**src/rtl/trophy_field_ctrl_pkg.sv**
```systemverilog
// trophy_pkg: shared types and constants for the trophy field controller.
//   state_t    - controller FSM states
//   LFSR_W     - width of the shared placement LFSR
//   LFSR_TAPS  - Fibonacci tap mask (taps 16,14,13,11 -> bits 15,13,12,10)
//   offboard() - all-ones sentinel of a given width (coordinate parked off the grid)
package trophy_pkg;

  typedef enum logic [1:0] {IDLE, PLACE, ACTIVE, DONE} state_t;

  localparam int          LFSR_W    = 16;
  localparam logic [15:0] LFSR_TAPS = 16'hB400;

  function automatic logic [15:0] offboard(input int w);
    offboard = 16'((32'd1 << w) - 32'd1);
  endfunction

endpackage

```
**src/rtl/trophy_field_ctrl_if.sv**
```systemverilog
// trophy_field_ctrl_if: player-position inputs and trophy-state outputs of the
// trophy field controller.
//   game_start          - single-cycle (re)start pulse
//   player_row/col      - current player cell
//   trophy_valid        - bit i: trophy i on board, uncollected
//   trophy_row/col      - packed coordinates, trophy i at [i*W +: W]
//   collected_pulse     - one cycle per collection
//   collected_cnt       - saturating collection count for this game
//   all_collected, busy - board cleared / placement in progress
// Modports: master = player/game side, slave = controller.
interface trophy_field_ctrl_if #(
  parameter int NUM_TROPHY = 3,
  parameter int ROW_W      = 5,
  parameter int COL_W      = 5,
  parameter int CNT_W      = 4
);
  logic                        game_start;
  logic [ROW_W-1:0]            player_row;
  logic [COL_W-1:0]            player_col;
  logic [NUM_TROPHY-1:0]       trophy_valid;
  logic [NUM_TROPHY*ROW_W-1:0] trophy_row;
  logic [NUM_TROPHY*COL_W-1:0] trophy_col;
  logic                        collected_pulse;
  logic [CNT_W-1:0]            collected_cnt;
  logic                        all_collected;
  logic                        busy;

  modport master (
    output game_start, player_row, player_col,
    input  trophy_valid, trophy_row, trophy_col, collected_pulse,
           collected_cnt, all_collected, busy
  );

  modport slave (
    input  game_start, player_row, player_col,
    output trophy_valid, trophy_row, trophy_col, collected_pulse,
           collected_cnt, all_collected, busy
  );
endinterface

```
**src/rtl/trophy_field_ctrl_lfsr.sv**
```systemverilog
// trophy_lfsr: 16-bit Fibonacci LFSR, free-running every cycle.
//   clk, rst (async, active-high, reloads SEED), out - current LFSR state
module trophy_lfsr
  import trophy_pkg::*;
#(
  parameter logic [LFSR_W-1:0] SEED = 16'hACE1
) (
  input  logic              clk,
  input  logic              rst,
  output logic [LFSR_W-1:0] out
);

  always_ff @(posedge clk or posedge rst) begin
    if (rst) out <= SEED;
    else     out <= {out[LFSR_W-2:0], ^(out & LFSR_TAPS)};
  end

endmodule

```
**src/rtl/trophy_field_ctrl.sv**
```systemverilog
// trophy_field_ctrl: places NUM_TROPHY trophies on distinct in-bounds cells at
// game start, tracks collection by the player, counts collections and flags a
// cleared board.
//   clk, rst  - clock, asynchronous active-high reset
//   bus       - trophy_field_ctrl_if.slave (player inputs, trophy outputs)
// Build option: TROPHY_RESPAWN_EN - a collected trophy is re-placed at once
// (single-index placement); the board is never cleared.
module trophy_field_ctrl
  import trophy_pkg::*;
#(
  parameter int                NUM_TROPHY = 3,
  parameter int                ROW_W      = 5,
  parameter int                COL_W      = 5,
  parameter int                ROWS       = 18,
  parameter int                COLS       = 26,
  parameter logic [LFSR_W-1:0] SEED       = 16'hACE1,
  parameter int                CNT_W      = 4
) (
  input  logic               clk,
  input  logic               rst,
  trophy_field_ctrl_if.slave bus
);

  localparam int IDX_W = (NUM_TROPHY > 1) ? $clog2(NUM_TROPHY) : 1;
  localparam logic [IDX_W-1:0] LAST_IDX = IDX_W'(NUM_TROPHY - 1);

  logic [LFSR_W-1:0] lfsr;

  trophy_lfsr #(.SEED(SEED)) u_lfsr (
    .clk (clk),
    .rst (rst),
    .out (lfsr)
  );

  state_t                               state;
  logic [IDX_W-1:0]                     idx;
  logic [NUM_TROPHY-1:0]                valid;
  logic [NUM_TROPHY-1:0][ROW_W-1:0]     rows;
  logic [NUM_TROPHY-1:0][COL_W-1:0]     cols;
  logic                                 pulse;
  logic [CNT_W-1:0]                     cnt;
  logic                                 all_col;
  logic                                 busy;
`ifdef TROPHY_RESPAWN_EN
  logic                                 respawn;  // current PLACE fills one index only
`endif

  logic [ROW_W-1:0]      cand_row;
  logic [COL_W-1:0]      cand_col;
  logic                  cand_ok;
  logic [NUM_TROPHY-1:0] hit;
  logic [IDX_W-1:0]      hit_idx;

  assign cand_row = lfsr[ROW_W-1:0];
  assign cand_col = lfsr[ROW_W+COL_W-1:ROW_W];

  if (ROW_W + COL_W < LFSR_W) begin : g_unused
    logic unused_lfsr_hi;
    assign unused_lfsr_hi = ^lfsr[LFSR_W-1:ROW_W+COL_W];
  end

  // Candidate acceptance and collection match; positions are kept distinct,
  // so at most one hit bit is ever set.
  always_comb begin
    cand_ok = (32'(cand_row) < ROWS) && (32'(cand_col) < COLS) &&
              !(cand_row == bus.player_row && cand_col == bus.player_col);
    hit     = '0;
    hit_idx = '0;
    for (int i = 0; i < NUM_TROPHY; i++) begin
      if (valid[i] && rows[i] == cand_row && cols[i] == cand_col) cand_ok = 1'b0;
      hit[i] = valid[i] && rows[i] == bus.player_row && cols[i] == bus.player_col;
      if (hit[i]) hit_idx = IDX_W'(i);
    end
  end

  always_ff @(posedge clk or posedge rst) begin
    if (rst) begin
      state   <= IDLE;
      idx     <= '0;
      valid   <= '0;
      for (int i = 0; i < NUM_TROPHY; i++) begin
        rows[i] <= ROW_W'(offboard(ROW_W));
        cols[i] <= COL_W'(offboard(COL_W));
      end
      pulse   <= 1'b0;
      cnt     <= '0;
      all_col <= 1'b0;
      busy    <= 1'b0;
`ifdef TROPHY_RESPAWN_EN
      respawn <= 1'b0;
`endif
    end else begin
      pulse <= 1'b0;
      if (bus.game_start) begin
        // restart wins over any collection in the same cycle
        state   <= PLACE;
        idx     <= '0;
        valid   <= '0;
        cnt     <= '0;
        all_col <= 1'b0;
        busy    <= 1'b1;
`ifdef TROPHY_RESPAWN_EN
        respawn <= 1'b0;
`endif
      end else begin
        case (state)
          IDLE: ;
          PLACE: begin
            if (cand_ok) begin
              rows[idx]  <= cand_row;
              cols[idx]  <= cand_col;
              valid[idx] <= 1'b1;
`ifdef TROPHY_RESPAWN_EN
              if (respawn || idx == LAST_IDX) begin
                state   <= ACTIVE;
                busy    <= 1'b0;
                respawn <= 1'b0;
              end else begin
                idx <= idx + 1'b1;
              end
`else
              if (idx == LAST_IDX) begin
                state <= ACTIVE;
                busy  <= 1'b0;
              end else begin
                idx <= idx + 1'b1;
              end
`endif
            end
          end
          ACTIVE: begin
            if (|hit) begin
              valid[hit_idx] <= 1'b0;
              pulse          <= 1'b1;
              if (cnt != '1) cnt <= cnt + 1'b1;
`ifdef TROPHY_RESPAWN_EN
              state   <= PLACE;
              idx     <= hit_idx;
              respawn <= 1'b1;
              busy    <= 1'b1;
`else
              if ((valid & ~hit) == '0) begin
                state   <= DONE;
                all_col <= 1'b1;
              end
`endif
            end
          end
          DONE: ;
          default: state <= IDLE;
        endcase
      end
    end
  end

  assign bus.trophy_valid    = valid;
  assign bus.trophy_row      = rows;
  assign bus.trophy_col      = cols;
  assign bus.collected_pulse = pulse;
  assign bus.collected_cnt   = cnt;
  assign bus.all_collected   = all_col;
  assign bus.busy            = busy;

endmodule

```
**src/flat_wrapper.sv**
```systemverilog
// flat-port wrapper written by rule: the top's interface ports become plain ports
module trophy_field_ctrl_flat import trophy_pkg::*;
#(
  parameter int                NUM_TROPHY = 3,
  parameter int                ROW_W      = 5,
  parameter int                COL_W      = 5,
  parameter int                ROWS       = 18,
  parameter int                COLS       = 26,
  parameter logic [LFSR_W-1:0] SEED       = 16'hACE1,
  parameter int                CNT_W      = 4
)
  (clk, rst, bus_game_start, bus_player_row, bus_player_col, bus_trophy_valid, bus_trophy_row, bus_trophy_col, bus_collected_pulse, bus_collected_cnt, bus_all_collected, bus_busy);
  trophy_field_ctrl_if #(.NUM_TROPHY(NUM_TROPHY), .ROW_W(ROW_W), .COL_W(COL_W), .CNT_W(CNT_W)) bus_i ();
  input  logic clk;
  input  logic rst;
  input wire logic [$bits(bus_i.game_start)-1:0] bus_game_start;
  input wire logic [$bits(bus_i.player_row)-1:0] bus_player_row;
  input wire logic [$bits(bus_i.player_col)-1:0] bus_player_col;
  output wire logic [$bits(bus_i.trophy_valid)-1:0] bus_trophy_valid;
  output wire logic [$bits(bus_i.trophy_row)-1:0] bus_trophy_row;
  output wire logic [$bits(bus_i.trophy_col)-1:0] bus_trophy_col;
  output wire logic [$bits(bus_i.collected_pulse)-1:0] bus_collected_pulse;
  output wire logic [$bits(bus_i.collected_cnt)-1:0] bus_collected_cnt;
  output wire logic [$bits(bus_i.all_collected)-1:0] bus_all_collected;
  output wire logic [$bits(bus_i.busy)-1:0] bus_busy;
  assign bus_i.game_start = bus_game_start;
  assign bus_i.player_row = bus_player_row;
  assign bus_i.player_col = bus_player_col;
  assign bus_trophy_valid = bus_i.trophy_valid;
  assign bus_trophy_row = bus_i.trophy_row;
  assign bus_trophy_col = bus_i.trophy_col;
  assign bus_collected_pulse = bus_i.collected_pulse;
  assign bus_collected_cnt = bus_i.collected_cnt;
  assign bus_all_collected = bus_i.all_collected;
  assign bus_busy = bus_i.busy;
  trophy_field_ctrl #(.NUM_TROPHY(NUM_TROPHY), .ROW_W(ROW_W), .COL_W(COL_W), .ROWS(ROWS), .COLS(COLS), .SEED(SEED), .CNT_W(CNT_W)) u_core (.clk(clk), .rst(rst), .bus(bus_i));
endmodule
```
**config.mk**
```make
export PLATFORM = sky130hd
export DESIGN_NAME = trophy_field_ctrl_flat
export DESIGN_NICKNAME = d
export VERILOG_FILES = /design/src/rtl/trophy_field_ctrl_pkg.sv /design/src/rtl/trophy_field_ctrl_if.sv /design/src/rtl/trophy_field_ctrl_lfsr.sv /design/src/rtl/trophy_field_ctrl.sv /design/src/flat_wrapper.sv
export SDC_FILE = /design/constraint.sdc
export NUM_CORES = 1
export LEC_CHECK = 0
export CAP_MARGIN = 20
export CORE_UTILIZATION = 40
export CTS_CLUSTER_DIAMETER = 200
export DETAILED_ROUTE_END_ITERATION = 10
export MAX_ROUTING_LAYER = met4
export PLACE_DENSITY = 0.68
export SYNTH_ARGS = -nofsm -noshare
export SYNTH_HDL_FRONTEND = slang
export SYNTH_SLANG_ARGS = --single-unit
```
**constraint.sdc**
```tcl
create_clock -name clk -period 2.2 [get_ports clk]
set_input_delay 0.33 -clock clk [delete_from_list [all_inputs] [get_ports clk]]
set_output_delay 0.33 -clock clk [all_outputs]
set_load 0.05 [all_outputs]
```
=== Yosys cells after proc, flatten, opt, wreduce, memory -nomap -nowiden ===
Index checks and enable logic that the tools add are counted.
W data, S select, Z words.

* Add/subtract/negate cells: 2
* Magnitude comparators: 6
* Equal/unequal tests: 23
* Muxes and demuxes: 42
* Bitwise logic cells: 6
* Reduce and logical (&&, ||, !) cells: 36

{| class="wikitable"
|+ Operator list
! kind !! number
|-
| $eq A5 B5 Y1 || 14
|-
| $bwmux W15 || 2
|-
| $mux W2 || 10
|-
| $reduce_and A3 Y1 || 6
|-
| $logic_and A1 B1 Y1 || 17
|-
| $mux W1 || 17
|-
| $mux W4 || 4
|-
| $reduce_xor A16 Y1 || 1
|-
| $reduce_bool A2 Y1 || 7
|-
| $ne A3 B2 Y1 const B || 4
|-
| $demux W5 S2 || 1
|-
| $lt A5 B5 Y1 const B || 2
|-
| $mux W3 || 3
|-
| $and A3 B3 Y3 || 2
|-
| $lt A2 B3 Y1 const B || 2
|-
| $not A3 Y3 || 2
|-
| $pmux W3 S2 || 1
|-
| $mux W5 || 1
|-
| $reduce_and A5 Y1 || 1
|-
| $add A4 B1 Y4 const B || 1
|-
| $demux W1 S2 || 2
|-
| $eq A2 B2 Y1 const B || 2
|-
| $ge A2 B1 Y1 const B || 2
|-
| $ne A4 B4 Y1 const B || 1
|-
| other kinds (10) || 10
|}

* Bits in registers: 60
* Logic and storage cells: 129

=== Logic depth before layout (Yosys ltp) ===
Gate-level depths: netlist (run 1).

* Depth in word-level cells: 14
* Mapped depth: 7

=== By module ===
From an unflattened synthesis (run 1), not the netlist that was laid out.

* Cell total of the unflattened synthesis: 277
* Area total of the unflattened synthesis: 3291.9 um^2

{| class="wikitable"
|+ Modules (own cells, without submodules)
! module !! instances !! cells each !! area each (um^2) !! sequential area each (um^2)
|-
| trophy_field_ctrl || 1 || 257 || 2851.5 || 1138.6
|-
| trophy_lfsr || 1 || 20 || 440.4 || 410.4
|}

=== Worst setup path before layout (run 1) ===
No wires, ideal clock.

* Path kind: register to register
* Start: register u_core.rows, in the netlist u_core.bus.trophy_row[12]
* End: register u_core.cnt[3], in the netlist u_core.bus.collected_cnt[3]
* Library setup time: 0.086 ns
* Arrival time: 2.208 ns
* Data required time: 2.114 ns
* Slack: -0.095 ns
* Cell stages (with the launch flop): 7
* Path buffers: 0
* Period minus slack after synthesis: 2.295 ns
* Cells stage by stage: dfstp_2 > xor2_1 > nor4_1 > nand4_1 > a31oi_1 > a41oi_1 > nor3_1

* Longest elaborated chain between the ends: 6

{| class="wikitable"
|+ Ends and longest elaborated chain
! what !! RTL line !! source
|-
| from (decl) || trophy_field_ctrl.sv:38 || <nowiki>logic [NUM_TROPHY-1:0][ROW_W-1:0] rows;</nowiki>
|-
| from (signal, indexed assignment) || trophy_field_ctrl.sv:82 || <nowiki>rows[i] <= ROW_W'(offboard(ROW_W));</nowiki>
|-
| from (signal, indexed assignment) || trophy_field_ctrl.sv:110 || <nowiki>rows[idx] <= cand_row;</nowiki>
|-
| $eq A5 B5 Y1 || trophy_field_ctrl.sv:71 || <nowiki>hit[i] = valid[i] && rows[i] == bus.player_row && cols[i] == bus.player_col;</nowiki>
|-
| $logic_and A1 B1 Y1 (2 in series) || trophy_field_ctrl.sv:71 ||
|-
| $reduce_or A3 Y1 || trophy_field_ctrl.sv:132 || <nowiki>if (|hit) begin</nowiki>
|-
| $reduce_bool A2 Y1 (no source line) || -- ||
|-
| $reduce_and A3 Y1 (no source line) || -- ||
|-
| to (signal assigned) || trophy_field_ctrl.sv:135 || <nowiki>if (cnt != '1) cnt <= cnt + 1'b1;</nowiki>
|-
| to (decl) || trophy_field_ctrl.sv:41 || <nowiki>logic [CNT_W-1:0] cnt;</nowiki>
|}

No other way between the ends.
A chain may end at the register's enable or synchronous reset.

=== Worst setup path in the final report (run 1) ===
* Start: register u_core.u_lfsr.out[7]
* End: register u_core.cols, in the netlist u_core.bus.trophy_col[5]

* Longest elaborated chain between the ends: 8

{| class="wikitable"
|+ Ends and longest elaborated chain
! what !! RTL line !! source
|-
| from (decl) || trophy_field_ctrl_lfsr.sv:10 || <nowiki>output logic [LFSR_W-1:0] out</nowiki>
|-
| from (signal assigned) || trophy_field_ctrl_lfsr.sv:15 || <nowiki>else out <= {out[LFSR_W-2:0], ^(out & LFSR_TAPS)};</nowiki>
|-
| branches (longest 6 deep; another with $lt A5 B5 Y1) || -- ||
|-
| $mux W1 * || trophy_field_ctrl.sv:70 || <nowiki>if (valid[i] && rows[i] == cand_row && cols[i] == cand_col) cand_ok = 1'b0;</nowiki>
|-
| $reduce_and A3 Y1 (no source line) * || -- ||
|-
| to (signal, indexed assignment) || trophy_field_ctrl.sv:83 || <nowiki>cols[i] <= COL_W'(offboard(COL_W));</nowiki>
|-
| to (signal, indexed assignment) || trophy_field_ctrl.sv:111 || <nowiki>cols[idx] <= cand_col;</nowiki>
|-
| to (decl) || trophy_field_ctrl.sv:39 || <nowiki>logic [NUM_TROPHY-1:0][COL_W-1:0] cols;</nowiki>
|}

Every way passes the cells marked *.

==> impl_metrics.ini, run 1 <==
[finish]
final_cell_area_um2 = 4511
final_cells = 474
drive_gt1_frac = 0.4059
nNetsFinal = 384
area_delta_synth_final_pct = 41.15
final_common_cell = xnor2_1
n_fill_cell = 643
final_core_utilization = 0.5837
final_cell_mix = xnor2_1 (48), clkdlybuf4s50_1 (45), buf_4 (40)
n_antenna_cell = 0

[routing]
drt_pre_antenna_iters = 4
ant_nets = 0
vias_per_cell = 5.152
routed_wl_um = 8103
post-route-drc-count = 0
vias = 2442
drt_iter0_drc = 152
routedWlPerCell_um = 17.09

[worst_setup_path]
crit_required_ns = 2.47
rrSetupSlack_ns = 0.002
critPathLaunchType = register
reg2reg_from = u_core.u_lfsr.out[7]
endpoint_kind = register
cp.arrival_ns = 2.47
r2r-end = u_core.bus.trophy_col[5]
r2r_cells = 7
critPathSlowestCell = dfstp_2
crit_chain = xnor2_2, nand4_1, nor3_2, nor4_4, nand3_2, buf_12, mux2_2
crit_type = register to register
crit_fanout = 8
worst_path_largest_cell_delay_ns = 0.69

[cts]
cts.sinks = 60
cts_tree = yes
clockBufferDepth = 2
htreeDepth = 3
cts_buffers = 9
path_clk_slew_ns = 0.07
ctsHoldBuffers = 0
cts-root-buf = clkbuf_8
clock_latency_ns = 0.35

[worst_hold_path]
hold_depth = 0
hold_path.startpoint = u_core.u_lfsr.out[14]
hold_path_end = u_core.u_lfsr.out[15]
holdCritPathClass = register to register

[sta]
fin_crit_ns = 2.198
worst_slew_pin_slew_ns = 0.5095
hold_viol_final = 0
clock.fmax_ghz = 0.4550
finalSetupViolations = 0
post-route-period-util = 0.9990
worst_slack_ns = 0.002140
skew_ns = 0.01135
slew_violations = 0
max_slew_margin = 0.6592
hold_ws_ns = 0.3538
totalNegativeSetupSlack_ns = 0
rsz0062_at_grt = true

[grt]
grt_usage = 0.2109
grt_pass1_vias = 2395
grt_max_degree = 61
gr-total-overflow = 0
grt_pass1_wl_um = 12790
antenna_found_initial = 0

[yosys]
yosys.area.top_type = dfstp_2
synth_nets = 288
ys_seq_area_frac = 0.4847
syn-cell-area_um2 = 3196
ys.flop_type = dfstp_2
syn_avg_cell_area_um2 = 11.79
ys_top_cells_by_area = dfstp_2 (31%), dfrtp_1 (17%), xnor2_1 (14%), mux2_2 (11%), xor2_1 (6.3%)
yosysTopAreaCellShare = 0.3125
netlist_instances = 271
ys_ff_latch = 60
synth_warnings = 0
synth_cell_type_count = 37
synth_edf_count = 0
synthArstFlopShare = 1.000

[floorplanning]
dieArea_um2 = 8350
die_h_um = 91.38
die-width_um = 91.38
pin_count = 53
initial_core_util = 0.4135
fp-row-count = 32
core_um2 = 7727

[placement]
placed_area_um2 = 4110
dp.cells = 452
dp_hpwl_um = 5883
post-place-ws_ns = -0.4673
place_congestion = 0.8711
place.port_buffers = 52

[status]
status = complete, no violations

[power_and_ir_drop]
p_leak_nw = 1.880
p_per_area_nw_per_um2 = 704.0
peakVddDrop_v = 0.0004161
p_total_mw = 3.175

[flow_run]
maxCapViolations = 0
-- synth_stat cells (3+ instances only) --
library cell,count
nand3_2,3
ha_1,4
a21oi_1,12
nor2_1,6
xor2_1,23
nand3_1,11
nor4_1,5
mux2_2,30
dfrtp_1,22
buf_2,10
nor3_1,3
inv_1,6
dfstp_2,38
nand4_1,13
or3_1,3
o21ai_0,4
xnor2_1,50
nand2_1,5
-- worst max-delay path by stage --
| stage | start | end | cells past startpoint | slack (ns) |
|---|---|---|---|---|
| 6_report | u_core.u_lfsr.out[7] | u_core.bus.trophy_col[5] | 7 | 0.002 |
| 3_5_place_dp | bus_player_col[3] | u_core.bus.collected_cnt[3] | 10 | -0.47 |
| 2_1_floorplan | u_core.bus.trophy_row[12] | u_core.bus.collected_cnt[3] | 6 | 0.01 |
| 5_1_grt | u_core.u_lfsr.out[7] | u_core.bus.trophy_col[5] | 7 | -0.09 |
| 4_1_cts | u_core.u_lfsr.out[7] | u_core.bus.trophy_row[0] | 6 | -0.03 |
| 3_3_place_gp | bus_player_row[1] | u_core.bus.trophy_row[12] | 7 | -0.46 |
-- report_power, final --
group | leakage (nW) | internal [mW] | switching, mW | total, mW
combinational | 1.09 | 0.404 | 0.501 | 0.905
clock | 0.109 | 0.594 | 0.465 | 1.06
sequential | 0.682 | 1.15 | 0.0580 | 1.21
-- cell families after synthesis --
logic type	Yosys count	share of synthesized area
flip-flops	60	0.4847
XOR/XNOR	73	0.2001
multiplexers	30	0.1057
adder cells (fa/ha/maj)	4	0.01566
AO/OA/AOI/OAI	30	0.06108
buffers and inverters	18	0.02506
AND/OR/NAND/NOR	56	0.1077
-- layer usage --
layer / part of all wire / track usage / vias to the layer above
met1: 0.45 / 0.2744 / 1218
met5: 0 / - / -
met2: 0.48 / 0.3183 / 59
met4: 0.024 / 0.08466 / 0
li1: - / - / 1147
met3: 0.041 / 0.04774 / 18
-- critical path: cells and delay by family, from the launching register on --
kind / cells / cell delay, ns
simple gates: 4 / 0.88
flops: 1 / 0.69
mux: 1 / 0.27
buf+inv: 1 / 0.18
xor+xnor: 1 / 0.09
-- layout make-up --
class / count / area [um2] / share of cell area
inverters: 6 / 22.52 / 0.004993
flip-flops and latches: 60 / 1551 / 0.3440
clock buffers: 11 / 152.6 / 0.03384
multi-input cells: 193 / 1678 / 0.3720
repair buffers: 97 / 920.9 / 0.2042
clock inverters: 5 / 57.56 / 0.01276
well taps: 102 / 127.6 / 0.02829
-- state kept, by name (all words and copies together) (netlist names) --
name and flops:
u_core.bus.trophy_valid 3, u_core.state 2, u_core.bus.busy 1, u_core.bus.collected_pulse 1, u_core.bus.all_collected 1, u_core.bus.trophy_row 15
u_core.bus.collected_cnt 4, u_core.idx 2, u_core.u_lfsr.out 16, u_core.bus.trophy_col 15
-- what timing repair did --
| action | 4_1_cts | 5_1_grt |
|---|---|---|
| endpoints found under the setup margin | 36 | 38 |
| pin swaps | 2 | 7 |
| gates resized for setup | 9 | 18 |
| setup buffers | 0 | 6 |
Note: power is estimated with default switching activity, not from simulation.
==> run 2: changes to the inputs <==
--- a/config.mk
+++ b/config.mk
@@ -8,6 +8,7 @@
 export CAP_MARGIN = 20
 export CORE_UTILIZATION = 40
 export CTS_CLUSTER_DIAMETER = 200
+export CTS_CLUSTER_SIZE = 12
 export DETAILED_ROUTE_END_ITERATION = 10
 export MAX_ROUTING_LAYER = met4
 export PLACE_DENSITY = 0.68
==> results of run 2 <==
Same layout as run 1: the final DEF is identical, and so are final timing and power.
==> run 3: changes to the inputs <==
--- a/config.mk
+++ b/config.mk
@@ -8,7 +8,6 @@
 export CAP_MARGIN = 20
 export CORE_UTILIZATION = 40
 export CTS_CLUSTER_DIAMETER = 200
-export CTS_CLUSTER_SIZE = 12
 export DETAILED_ROUTE_END_ITERATION = 10
 export MAX_ROUTING_LAYER = met4
 export PLACE_DENSITY = 0.68
==> results of run 3 <==
Same layout as run 1: the final DEF is identical, and so are final timing and power.
